`config.mk`:
```
export PLATFORM = sky130hd
export DESIGN_NAME = io_uart_in
export DESIGN_NICKNAME = d
export VERILOG_FILES = /design/src/rtl/io_map_pkg.sv /design/src/rtl/io_sync_fifo.sv /design/src/rtl/io_uart_in.sv
export SDC_FILE = /design/constraint.sdc
export NUM_CORES = 1
export LEC_CHECK = 0
export BUFFER_PORTS_ARGS = -buffer_cell sky130_fd_sc_hd__buf_2
export CAP_MARGIN = 25
export CORE_MARGIN = 5
export CORE_UTILIZATION = 49
export DETAILED_ROUTE_END_ITERATION = 10
export PLACE_DENSITY = 0.75
export REMOVE_ABC_BUFFERS = 1
export SLEW_MARGIN = 20
export SYNTH_ARGS = -nofsm -noshare
export SYNTH_HDL_FRONTEND = slang
export SYNTH_SLANG_ARGS = --single-unit
```
`constraint.sdc`:
```
create_clock -name clk -period 3 [get_ports clk]
set_input_delay 0.3 -clock clk [delete_from_list [all_inputs] [get_ports clk]]
set_output_delay 0.3 -clock clk [all_outputs]
set_load 0.05 [all_outputs]
```
`src/rtl/io_map_pkg.sv`:
```
// Shared IO map for the UART receive block: register word addresses,
// RXSTAT/RXCTRL bit positions and the RXSTAT word packer.
package io_map_pkg;

  localparam logic [13:0] ADR_RXDATA = 14'h3C10;
  localparam logic [13:0] ADR_RXSTAT = 14'h3C11;
  localparam logic [13:0] ADR_RXCTRL = 14'h3C12;

  localparam int STAT_NE_BIT   = 0;
  localparam int STAT_FULL_BIT = 1;
  localparam int STAT_OVR_BIT  = 2;
  localparam int STAT_CNT_LSB  = 8;
  localparam int STAT_CNT_W    = 5;

  localparam int CTRL_INT_EN_BIT = 0;
  localparam int CTRL_FLUSH_BIT  = 1;

  function automatic logic [31:0] rxstat_word(input logic [STAT_CNT_W-1:0] cnt,
                                              input logic ovr,
                                              input logic full,
                                              input logic ne);
    logic [31:0] w;
    w = 32'd0;
    w[STAT_CNT_LSB +: STAT_CNT_W] = cnt;
    w[STAT_OVR_BIT]  = ovr;
    w[STAT_FULL_BIT] = full;
    w[STAT_NE_BIT]   = ne;
    return w;
  endfunction

endpackage

```
`src/rtl/io_sync_fifo.sv`:
```
// Single-clock FIFO with push/pop/flush and occupancy count; head is
// presented combinationally from storage, full is held in a register.
module io_sync_fifo #(
  parameter int W  = 8,
  parameter int AW = 4
) (
  input  logic          clk,
  input  logic          rst_n,
  input  logic          push,
  input  logic          pop,
  input  logic          flush,
  input  logic [W-1:0]  wdata,
  output logic [W-1:0]  rdata,
  output logic [AW:0]   count,
  output logic [AW:0]   count_nx,
  output logic          empty,
  output logic          full
);

  localparam logic [AW:0] DEPTH = {1'b1, {AW{1'b0}}};
  localparam logic [AW:0] ONE   = {{AW{1'b0}}, 1'b1};

  logic [W-1:0]  mem_r [2**AW];
  logic [AW-1:0] wr_ptr_r, rd_ptr_r;
  logic [AW:0]   count_r, count_nx_s;
  logic          full_r, do_push_s, do_pop_s;

  // A pop frees a slot in the same cycle, so a push at full still lands.
  assign do_pop_s  = pop & (count_r != {(AW+1){1'b0}}) & ~flush;
  assign do_push_s = push & (~full_r | do_pop_s) & ~flush;

  always_comb begin
    count_nx_s = count_r;
    if (flush) begin
      count_nx_s = {(AW+1){1'b0}};
    end else begin
      case ({do_push_s, do_pop_s})
        2'b10:   count_nx_s = count_r + ONE;
        2'b01:   count_nx_s = count_r - ONE;
        default: count_nx_s = count_r;
      endcase
    end
  end

  always_ff @(posedge clk or negedge rst_n) begin
    if (!rst_n) begin
      wr_ptr_r <= {AW{1'b0}};
      rd_ptr_r <= {AW{1'b0}};
      count_r  <= {(AW+1){1'b0}};
      full_r   <= 1'b0;
    end else begin
      if (flush) begin
        wr_ptr_r <= {AW{1'b0}};
        rd_ptr_r <= {AW{1'b0}};
      end else begin
        if (do_push_s) wr_ptr_r <= wr_ptr_r + {{(AW-1){1'b0}}, 1'b1};
        if (do_pop_s)  rd_ptr_r <= rd_ptr_r + {{(AW-1){1'b0}}, 1'b1};
      end
      count_r <= count_nx_s;
      full_r  <= (count_nx_s == DEPTH);
    end
  end

  always_ff @(posedge clk) begin
    if (do_push_s) mem_r[wr_ptr_r] <= wdata;
  end

  assign rdata    = mem_r[rd_ptr_r];
  assign count    = count_r;
  assign count_nx = count_nx_s;
  assign empty    = (count_r == {(AW+1){1'b0}});
  assign full     = full_r;

endmodule

```
`src/rtl/io_uart_in.sv`:
```
// UART receive IO device: RX FIFO behind RXDATA/RXSTAT/RXCTRL registers,
// chained registered read bus, overrun tracking and level interrupt.
module io_uart_in
  import io_map_pkg::*;
#(
  parameter int          FIFO_AW  = 4,
  parameter logic [13:0] ADR_DATA = ADR_RXDATA,
  parameter logic [13:0] ADR_STAT = ADR_RXSTAT,
  parameter logic [13:0] ADR_CTRL = ADR_RXCTRL
) (
  input  logic        clk,
  input  logic        rst_n,
  input  logic        dma_io_we,
  input  logic [13:0] dma_io_wadr,
  input  logic [31:0] dma_io_wdata,
  input  logic [13:0] dma_io_radr,
  input  logic        dma_io_radr_en,
  input  logic [31:0] dma_io_rdata_in,
  output logic [31:0] dma_io_rdata,
  input  logic [7:0]  uart_in_char,
  input  logic        uart_in_we,
  output logic        uart_in_full,
  output logic        uart_in_int
);

  localparam int CW = FIFO_AW + 1;

  logic          rd_data_s, rd_stat_s, rd_ctrl_s, wr_stat_s, wr_ctrl_s;
  logic          flush_s, pop_s, empty_s, full_s;
  logic [7:0]    head_s;
  logic [CW-1:0] count_s, count_nx_s;
  logic          ovr_r, ovr_nx_s, int_en_r, int_en_nx_s, int_r;
  logic [31:0]   own_s, rdata_r;
  logic          unused_wdata_s;

  assign rd_data_s = dma_io_radr_en & (dma_io_radr == ADR_DATA);
  assign rd_stat_s = dma_io_radr_en & (dma_io_radr == ADR_STAT);
  assign rd_ctrl_s = dma_io_radr_en & (dma_io_radr == ADR_CTRL);
  assign wr_stat_s = dma_io_we & (dma_io_wadr == ADR_STAT);
  assign wr_ctrl_s = dma_io_we & (dma_io_wadr == ADR_CTRL);
  assign flush_s   = wr_ctrl_s & dma_io_wdata[CTRL_FLUSH_BIT];
  assign pop_s     = rd_data_s & ~empty_s;
  assign unused_wdata_s = ^dma_io_wdata[31:3];

  io_sync_fifo #(.W(8), .AW(FIFO_AW)) u_fifo (
    .clk      (clk),
    .rst_n    (rst_n),
    .push     (uart_in_we),
    .pop      (pop_s),
    .flush    (flush_s),
    .wdata    (uart_in_char),
    .rdata    (head_s),
    .count    (count_s),
    .count_nx (count_nx_s),
    .empty    (empty_s),
    .full     (full_s)
  );

  // Overrun set beats a same-cycle clear; a flush swallows the byte silently.
  always_comb begin
    ovr_nx_s = ovr_r;
    if (uart_in_we & full_s & ~pop_s & ~flush_s) begin
      ovr_nx_s = 1'b1;
    end else if (wr_stat_s & dma_io_wdata[STAT_OVR_BIT]) begin
      ovr_nx_s = 1'b0;
    end else begin
      ovr_nx_s = ovr_r;
    end
    int_en_nx_s = wr_ctrl_s ? dma_io_wdata[CTRL_INT_EN_BIT] : int_en_r;
  end

  always_comb begin
    own_s = 32'd0;
    if (rd_data_s) begin
      own_s = empty_s ? 32'd0 : {23'd0, 1'b1, head_s};
    end else if (rd_stat_s) begin
      own_s = rxstat_word(STAT_CNT_W'(count_s), ovr_r, full_s, ~empty_s);
    end else if (rd_ctrl_s) begin
      own_s = {31'd0, int_en_r};
    end else begin
      own_s = 32'd0;
    end
  end

  // Interrupt is built from next-state values so it tracks the FIFO exactly.
  always_ff @(posedge clk or negedge rst_n) begin
    if (!rst_n) begin
      ovr_r    <= 1'b0;
      int_en_r <= 1'b0;
      int_r    <= 1'b0;
      rdata_r  <= 32'd0;
    end else begin
      ovr_r    <= ovr_nx_s;
      int_en_r <= int_en_nx_s;
      int_r    <= int_en_nx_s & ((count_nx_s != {CW{1'b0}}) | ovr_nx_s);
      rdata_r  <= own_s | dma_io_rdata_in;
    end
  end

  assign dma_io_rdata = rdata_r;
  assign uart_in_full = full_s;
  assign uart_in_int  = int_r;

endmodule

```
==> results of run 1 <==
[state kept, by name, indices dropped and copies added, names as in the netlist]
name / flops
int_en_r: 1
u_fifo.count: 5
uart_in_int: 1
u_fifo.mem_r: 128
u_fifo.rd_ptr_r: 4
ovr_r: 1
dma_io_rdata: 32
u_fifo.full: 1
u_fifo.wr_ptr_r: 4
[layer usage]
layer,share of wire (%),GRT usage [%]
met1,38,24.6
met2,52,32.7
met3,9.4,4.18
met4,0.99,4.77
met5,0,0
[where the power goes]
group,leakage (nW),total (mW),switching [mW],internal [mW]
Clock,0.330,2.41,0.940,1.47
Sequential,1.74,3.02,0.126,2.90
Combinational,1.27,0.958,0.574,0.384
Total,3.34,6.40,1.64,4.76
[cells by family after synthesis]
family	count (synthesis)
AOI/OAI and AO/OA	45
xor gates and xnor gates	10
adders and majority gates	8
buffers and inverters	28
DFF	177
muxes	43
and+or+nand+nor	78
[Yosys cell counts (4+ instances only)]
cell | number | area [µm²]
sky130_fd_sc_hd__buf_4 | 5 | 37.5
sky130_fd_sc_hd__mux4_2 | 34 | 766
sky130_fd_sc_hd__nor2_1 | 21 | 78.8
sky130_fd_sc_hd__a21oi_1 | 11 | 55.1
sky130_fd_sc_hd__nand2_1 | 9 | 33.8
sky130_fd_sc_hd__mux2i_1 | 8 | 80.1
sky130_fd_sc_hd__and2_1 | 13 | 81.3
sky130_fd_sc_hd__clkbuf_1 | 4 | 15.0
sky130_fd_sc_hd__xnor2_1 | 5 | 43.8
sky130_fd_sc_hd__a21o_1 | 10 | 75.1
sky130_fd_sc_hd__buf_2 | 7 | 35.0
sky130_fd_sc_hd__edfxtp_1 | 128 | 3840
sky130_fd_sc_hd__ha_1 | 8 | 100
sky130_fd_sc_hd__xor2_1 | 5 | 43.8
sky130_fd_sc_hd__nor4b_2 | 4 | 60.1
sky130_fd_sc_hd__inv_1 | 10 | 37.5
sky130_fd_sc_hd__dfrtp_1 | 49 | 1230
[cell type report]
| class | instances | area, µm² |
|---|---|---|
| clock buffer | 23 | 543 |
| clock inverter | 9 | 123 |
| fill | 950 | 5140 |
| inverter | 11 | 41.3 |
| multi-input combinational | 184 | 1920 |
| sequential | 177 | 5070 |
| tap | 180 | 225 |
| timing repair buffer | 148 | 917 |
[metrics by stage]
stage | power [mW] | area [µm²] | std cells
6_report | 6.40 | 8840 | 732
5_1_grt | 6.63 | 8840 | 732
4_1_cts | 6.38 | 8770 | 731
3_5_place_dp | 3.95 | 7900 | 679
3_3_place_gp | 3.90 | 7900 | 679
2_1_floorplan | 3.58 | 6970 | 372
[timing repair]
item | CTS | global route
setup buffers | 0 | 1
gates resized for setup | 1 | 13
pin swaps | 0 | 9
hold endpoints to repair | 52 | 0
hold buffers | 20 | 0
setup endpoints to repair | 3 | 4
[worst min-delay path by stage]
stage,cells past startpoint,slack (ps),from,to
after CTS,2,60,dma_io_rdata_in[12],dma_io_rdata[12]
after detailed placement,1,400,rst_n,dma_io_rdata[1]
after global routing,2,60,dma_io_rdata_in[7],dma_io_rdata[7]
after global placement,1,390,rst_n,dma_io_rdata[1]
final,2,70,dma_io_rdata_in[7],dma_io_rdata[7]
after floorplan,0,4,rst_n,dma_io_rdata[0]
==> run summary, run 1 <==
The worst setup path category is reg2reg. For the via count of the first global-routing pass, the log shows 4290. In the layout the commonest cells are sky130_fd_sc_hd__edfxtp_1, sky130_fd_sc_hd__buf_2, sky130_fd_sc_hd__dfrtp_1. Across the VDD grid, the largest voltage drop is 0.000401 V. Counting distinct cell types in the post-synthesis netlist gives 52.

The total overflow left after global routing is 0. For this run, asynchronously set or reset flops after synthesis account for 27.7%. The congestion estimate from routability-driven global placement came to 0.838.

The synthesis-to-finish area growth is 25.3%. Counting every sink on the clock net gives 177. After Yosys synthesis, and, or, nand and nor cells account for 6.77% of the synthesized area. Data arrives at the worst endpoint at 3250 ps. The mapped netlist covers 0.00706 mm².

Most instantiated flip-flop cell in the synthesis netlist: sky130_fd_sc_hd__edfxtp_1. After synthesis the netlist holds a flip-flop and latch count of 177. The tool flagged a number of max-cap violations equal to 0. Walking the worst path, the cells encountered are or3_4 -> nor3_4 -> nor4_4 -> o21ai_2 -> or2_4 -> ha_4 -> xor2_1 -> ha_2 -> a21o_1 -> a22oi_1 -> o221ai_1 -> nand2b_1 -> xor2_2 -> a31oi_1. Of all nets on the critical path, the largest fanout is 4. After detailed routing, the number of vias per cell comes to 5.64.

The tools report the clock buffer count from CTS as 17. The first global-routing pass estimated 23.7 mm of wire. By area, the combinational part of the netlist is dominated by multiplexers. The die covers 0.0169 mm².

In this design, the largest share of critical-path delay is due to simple AND/OR/NAND/NOR gates. For the count of boundary I/O pins, the log shows 139. The run finished with clean final reports. The hold violation count in the final report was 0; the worst clock skew was 10.2 ps. Measured along the y axis, the die boundary spans 130 µm. Of the available clock period, the critical path in the final layout requires 98.6%. Startpoint class of the critical path: a register. The portion of synthesized area spent on multiplexers is 12.1%. After the last flow step, the layout net total stands at 652. Measured against its own limit, the worst slew margin works out to 35.4%. STA classifies the critical path endpoint as a register. In this run the worst hold path is classified as in2reg. The number of buffers and inverters on the critical path is 0, and the total of buffers placed on input and output ports is 109. The worst register-to-register path begins at u_fifo.count[3]. After detailed routing, the number of remaining DRC violations is 0.

The count of TritonRoute iterations in the first routing pass was 5. The latest clock arrival within the worst-skew pair was 420 ps; the average footprint of a synthesized cell was 18.1 µm². In this run the remaining antenna-violating nets after routing total 0. Counting along the longest clock path gives a buffer depth of 2. The tools report the initial antenna violation count as 0.

After layout, the minimum clock period comes to 2960 ps. The data required time at the worst endpoint is 3290 ps, and the count of cell instances traversed by the critical path is 14. The xor/xnor share of the synthesized area came out at 1.24%. On the critical path, the stage with the largest delay is an instance of sky130_fd_sc_hd__or3_4. The tools report the root buffer cell as sky130_fd_sc_hd__clkbuf_16. For this design the static power due to leakage is 3.34 nW.

Clock-pin slew was measured on the worst setup and hold paths at 60 ps. TritonCTS built the clock tree. In this run the core area contains 43 standard-cell rows.

The die is 130 µm wide. The routed length per instance is 21.4 µm, and the final count of pins violating max slew is 0. The number of cell instances on the worst register-to-register path came out at 14. In this run, synthesis inferred 128 flip-flops with an integrated enable. For this run, the slowest stage of the critical path takes 420 ps. In this run the worst setup path begins at u_fifo.count[3]. The synthesized netlist devotes 4.70% of its cell area to compound gates. The total global-route track usage was 18.9%; the number of instances in the synthesized netlist was 389. The reg-to-reg critical path endpoint was uart_in_int. Cells fill 63.2% of the core in the end. Summed over all layers, the routed wires come to 15.7 mm. After routing, the total negative slack on setup checks comes to 0 ps. The layout cell share with drive strength beyond 1 was 39.9%; the post-placement worst setup slack was -323 ps.

The post-route worst hold slack is 69.3 ps. Sequential elements use 71.8% of the synthesized area. Setup violations remaining at the end of the flow were counted as 0.

The tools report the starting density of the core as 50.4%. Across all layers, the routed design uses 4131 vias. The core region is 0.0140 mm². The count of yosys warnings during synthesis was 0; the adder-cell area share of the yosys netlist was 1.42%. For this design the ratio of total power to cell area is 723 mW/mm². The library cell used most frequently in the layout, excluding fill and tap cells, is sky130_fd_sc_hd__edfxtp_1. The repair_antennas step left the layout with diodes totalling 0.

The run gives 40 ps as the slack of the worst reg-to-reg path. The capturing instance or port of the critical path is uart_in_int. Setup repair after global routing could not meet its margin everywhere.

For the post-DP HPWL, the log shows 10.1 mm. After layout, the worst setup slack is 42.1 ps. The logs give 338 MHz for the maximum clock frequency and 39 for the pin count of the biggest net entering global routing. The H-tree was split into 4 levels. The transition time at the pin with the least slew margin came out at 965 ps. For the number of violations reported at the end of detailed-routing iteration 0, the log shows 314.
(Power assumes the default switching activity.)
==> run 2: changes to the inputs <==
--- a/config.mk
+++ b/config.mk
@@ -10,7 +10,9 @@
 export CORE_MARGIN = 5
 export CORE_UTILIZATION = 49
 export DETAILED_ROUTE_END_ITERATION = 10
+export HOLD_SLACK_MARGIN = 0.05
 export PLACE_DENSITY = 0.75
+export RECOVER_POWER = 50
 export REMOVE_ABC_BUFFERS = 1
 export SLEW_MARGIN = 20
 export SYNTH_ARGS = -nofsm -noshare
==> run 2 against run 1 <==
  * Register-to-register slack barely moved
  * Via count shrank 0.34%
  * Sequential share of layout area up 0.19 points
  * The flow now finishes with violations (capacitance limit, slew limit)
  * Cell count did not move
  * Critical endpoint unchanged
  * Clock power is essentially flat
  * Count of clock-buffer cells in the layout did not move
  * Core utilization shrank 0.21 points
  * Highest routed layer unchanged
  * Critical path depth stayed put
  * Wire length rose by 0.38%
==> run summary, run 2 (synthesis gave the netlist of run 1 again) <==
The worst max-slew margin expressed relative to the limit was -20.2%; the final non-filler cell area was 0.00882 mm². The initialized floorplan defines 43 standard-cell rows. The run gives 652 as the total number of nets in the final design.

The number of maximum-capacitance violations is 1, and the number of buffers and inverters on the critical path is 0. Start of the worst register-to-register path: u_fifo.count[3]. The power per standard cell area came out at 725 mW/mm². First-pass GRT wire length: 23.7 mm. The logs give 957 for the number of inserted filler cells in the final layout and 0.838 for the global placer's final weighted congestion. Combinational logic is responsible for 14.9% of the overall power. The logs give 732 for the number of standard cells in the final layout excluding fillers and 0.000395 V for the peak ir drop on the vdd network. After clock tree synthesis, the clock-pin slew on the worst setup and hold paths is 60 ps. The initial antenna violation count was 0. In the layout the commonest cells are sky130_fd_sc_hd__edfxtp_1, sky130_fd_sc_hd__buf_2, sky130_fd_sc_hd__dfrtp_1.

After detailed routing, the number of vias per cell comes to 5.62. Summed over all layers, the global routing overflow is 0. The run finished, with violations left. For the placed instance area, the log shows 0.00790 mm².

The logs give 0 for the hold violation count in the final report and 317 for the number of violations reported at the end of detailed-routing iteration 0. The run gives 35 as the final count of pins violating max slew. The cell-internal power came out at 4.75 mW.

The maximum single-stage delay on the critical path is 420 ps, and the count of boundary I/O pins is 139. The cell at the slowest stage of the critical path is sky130_fd_sc_hd__or3_4. The switching component of the power is 1.64 mW, and the number of diodes added for antenna fixing is 0. The transition time at the pin with the least slew margin works out to 1800 ps. Leakage component of the power: 3.27 nW.

The tools report the number of routed nets with antenna violations as 0. The data required time at the worst endpoint is 3290 ps. The family with the most delay on the worst path was simple AND/OR/NAND/NOR gates. The synthesis-to-finish area growth is 24.9%, and the via count of the first global-routing pass is 4290. Sequential cells burn 47.3% of the power. The horizontal die dimension is 130 µm, and the number of buffers between clock root and the deepest sink is 2.

Of all nets on the critical path, the largest fanout is 4. The path with the worst hold slack has its endpoint at dma_io_rdata[7]. Entering global routing, the biggest net connects 39 pins.

The tools report the root buffer cell as sky130_fd_sc_hd__clkbuf_16. After layout, the worst path uses 98.6% of the clock period. STA classifies the critical path startpoint as a register.

The shortest clock period the worst path allows after layout is 2960 ps. For this run, design rule violations remaining after detail routing come to 0. Wires add up to 15.7 mm. The leading cell type in the layout, fill and taps excluded is sky130_fd_sc_hd__edfxtp_1. TritonCTS built the clock tree. The tools report the sort of element at the end of the critical path as a register. The run gives 679 as the number of instances in the placed design. For the die area, the log shows 0.0169 mm². STA puts the critical path data arrival time at 3250 ps. Net switching is 25.7% of the power. In this run the worst hold path is classified as in2reg. The tools report the overall via count from detail_route as 4117. TritonCTS created 17 clock buffers.

The worst hold path was traced through 2 stages. The run gives 0.0140 mm² as the placeable core area. The layout cell share with drive strength beyond 1 is 35.7%. The final reports fail on capacitance limit, slew limit. The tools report the number of sinks driven by the clock tree as 177. The register with the most flip-flops in the layout has 128 of them. The run gives 37.8% as the clock power share. In this run the most critical hold path is launched from dma_io_rdata_in[7]. The starting density of the core was 50.4%. The number of cell instances on the worst register-to-register path came out at 14.

Total global-route track usage: 18.9%. The y dimension of the die was 130 µm; the slack of the worst reg-to-reg path was 40 ps. The tools report the worst clock skew as 13.4 ps. The worst register-to-register path ends at uart_in_int. The H-tree was split into 4 levels. u_fifo.mem_r holds more flip-flops than any other register. The critical path goes through or3_4 -> nor3_4 -> nor4_4 -> o21ai_2 -> or2_4 -> ha_4 -> xor2_1 -> ha_2 -> a21o_1 -> a22oi_1 -> o221ai_1 -> nand2b_1 -> xor2_2 -> a31oi_1. The critical path is of the reg2reg type. Input and output buffers added on the ports amount to 109.

Setup repair after global routing could not meet its margin everywhere. After legalization and detailed placement, the total HPWL measured 10.1 mm. Based on the critical path, the design can be clocked at up to 338 MHz. The final-report setup violation count came out at 0. After detailed routing, the average wire length per cell comes to 21.5 µm. The first detailed-routing pass took 5 iterations. The later pin in the worst-skew pair is clocked with a latency of 410 ps.
-- run 2: routing by layer --
metal / up-vias / share of wire [%] / global-route usage [%]
met2: 215 / 52 / 32.7
met4: 0 / 0.90 / 4.77
met3: 8 / 8.7 / 4.18
li1: 1822 / - / -
met5: - / 0 / 0
met1: 2072 / 38 / 24.6
-- run 2: power groups by stage --
| stage | Combinational [mW] | Sequential [mW] | Clock (mW) |
|---|---|---|---|
| after floorplan | 0.441 | 3.14 | 0 |
| after global placement | 0.860 | 3.04 | 0 |
| after detailed placement | 0.889 | 3.06 | 0 |
| after CTS | 0.923 | 3.01 | 2.44 |
| after global routing | 1.04 | 3.05 | 2.54 |
| final | 0.954 | 3.02 | 2.41 |
-- run 2: final cells by class --
class / instances / area [µm²] / share of cell area (%)
clock buffers: 23 / 543 / 6.16
multi-input cells: 184 / 1920 / 21.8
flip-flops and latches: 177 / 5070 / 57.5
repair buffers: 148 / 888 / 10.1
inverters: 11 / 41.3 / 0.468
clock inverters: 9 / 123 / 1.39
well taps: 180 / 225 / 2.55
-- run 2: what timing repair did --
item / in CTS / in global routing
hold endpoints to repair: 52 / 0
buffers inserted: 0 / 1
gates resized for setup: 1 / 13
setup endpoints to repair: 3 / 4
hold buffers: 20 / 0
pin swaps: 0 / 9
-- run 2: worst register-to-register path: stages (launching register included) --
cell and delay (ps):
sky130_fd_sc_hd__dfrtp_1 380, sky130_fd_sc_hd__or3_4 420, sky130_fd_sc_hd__nor3_4 270, sky130_fd_sc_hd__nor4_4 70, sky130_fd_sc_hd__o21ai_2 150, sky130_fd_sc_hd__or2_4 150, sky130_fd_sc_hd__ha_4 140, sky130_fd_sc_hd__xor2_1 180
sky130_fd_sc_hd__ha_2 230, sky130_fd_sc_hd__a21o_1 130, sky130_fd_sc_hd__a22oi_1 70, sky130_fd_sc_hd__o221ai_1 200, sky130_fd_sc_hd__nand2b_1 130, sky130_fd_sc_hd__xor2_2 220, sky130_fd_sc_hd__a31oi_1 110
-- run 2: metrics by stage --
step	setup WS [ps]	utilization, %	hold slack (ps)	TNS, ps	power [mW]
after CTS	45.2	62.7	55.3	0	6.38
after global placement	-243	56.5	393	-713	3.90
after floorplan	-682	-	4.41	-2920	3.58
after global routing	-192	63.0	60.7	-501	6.63
after detailed placement	-323	56.5	404	-1120	3.95
final	42.6	63.0	69.9	0	6.39
-- run 2: worst max-delay path by stage --
stage                          from          end  slack, ps  cells after the start
floorplan            dma_io_radr[3]  uart_in_int       -680                     14
global placement     dma_io_wadr[0]  uart_in_int       -240                     11
detailed placement   dma_io_radr[3]  uart_in_int       -320                     15
CTS                 u_fifo.count[2]  uart_in_int         50                     11
global route        u_fifo.count[3]  uart_in_int       -190                     14
finish              u_fifo.count[3]  uart_in_int         40                     14
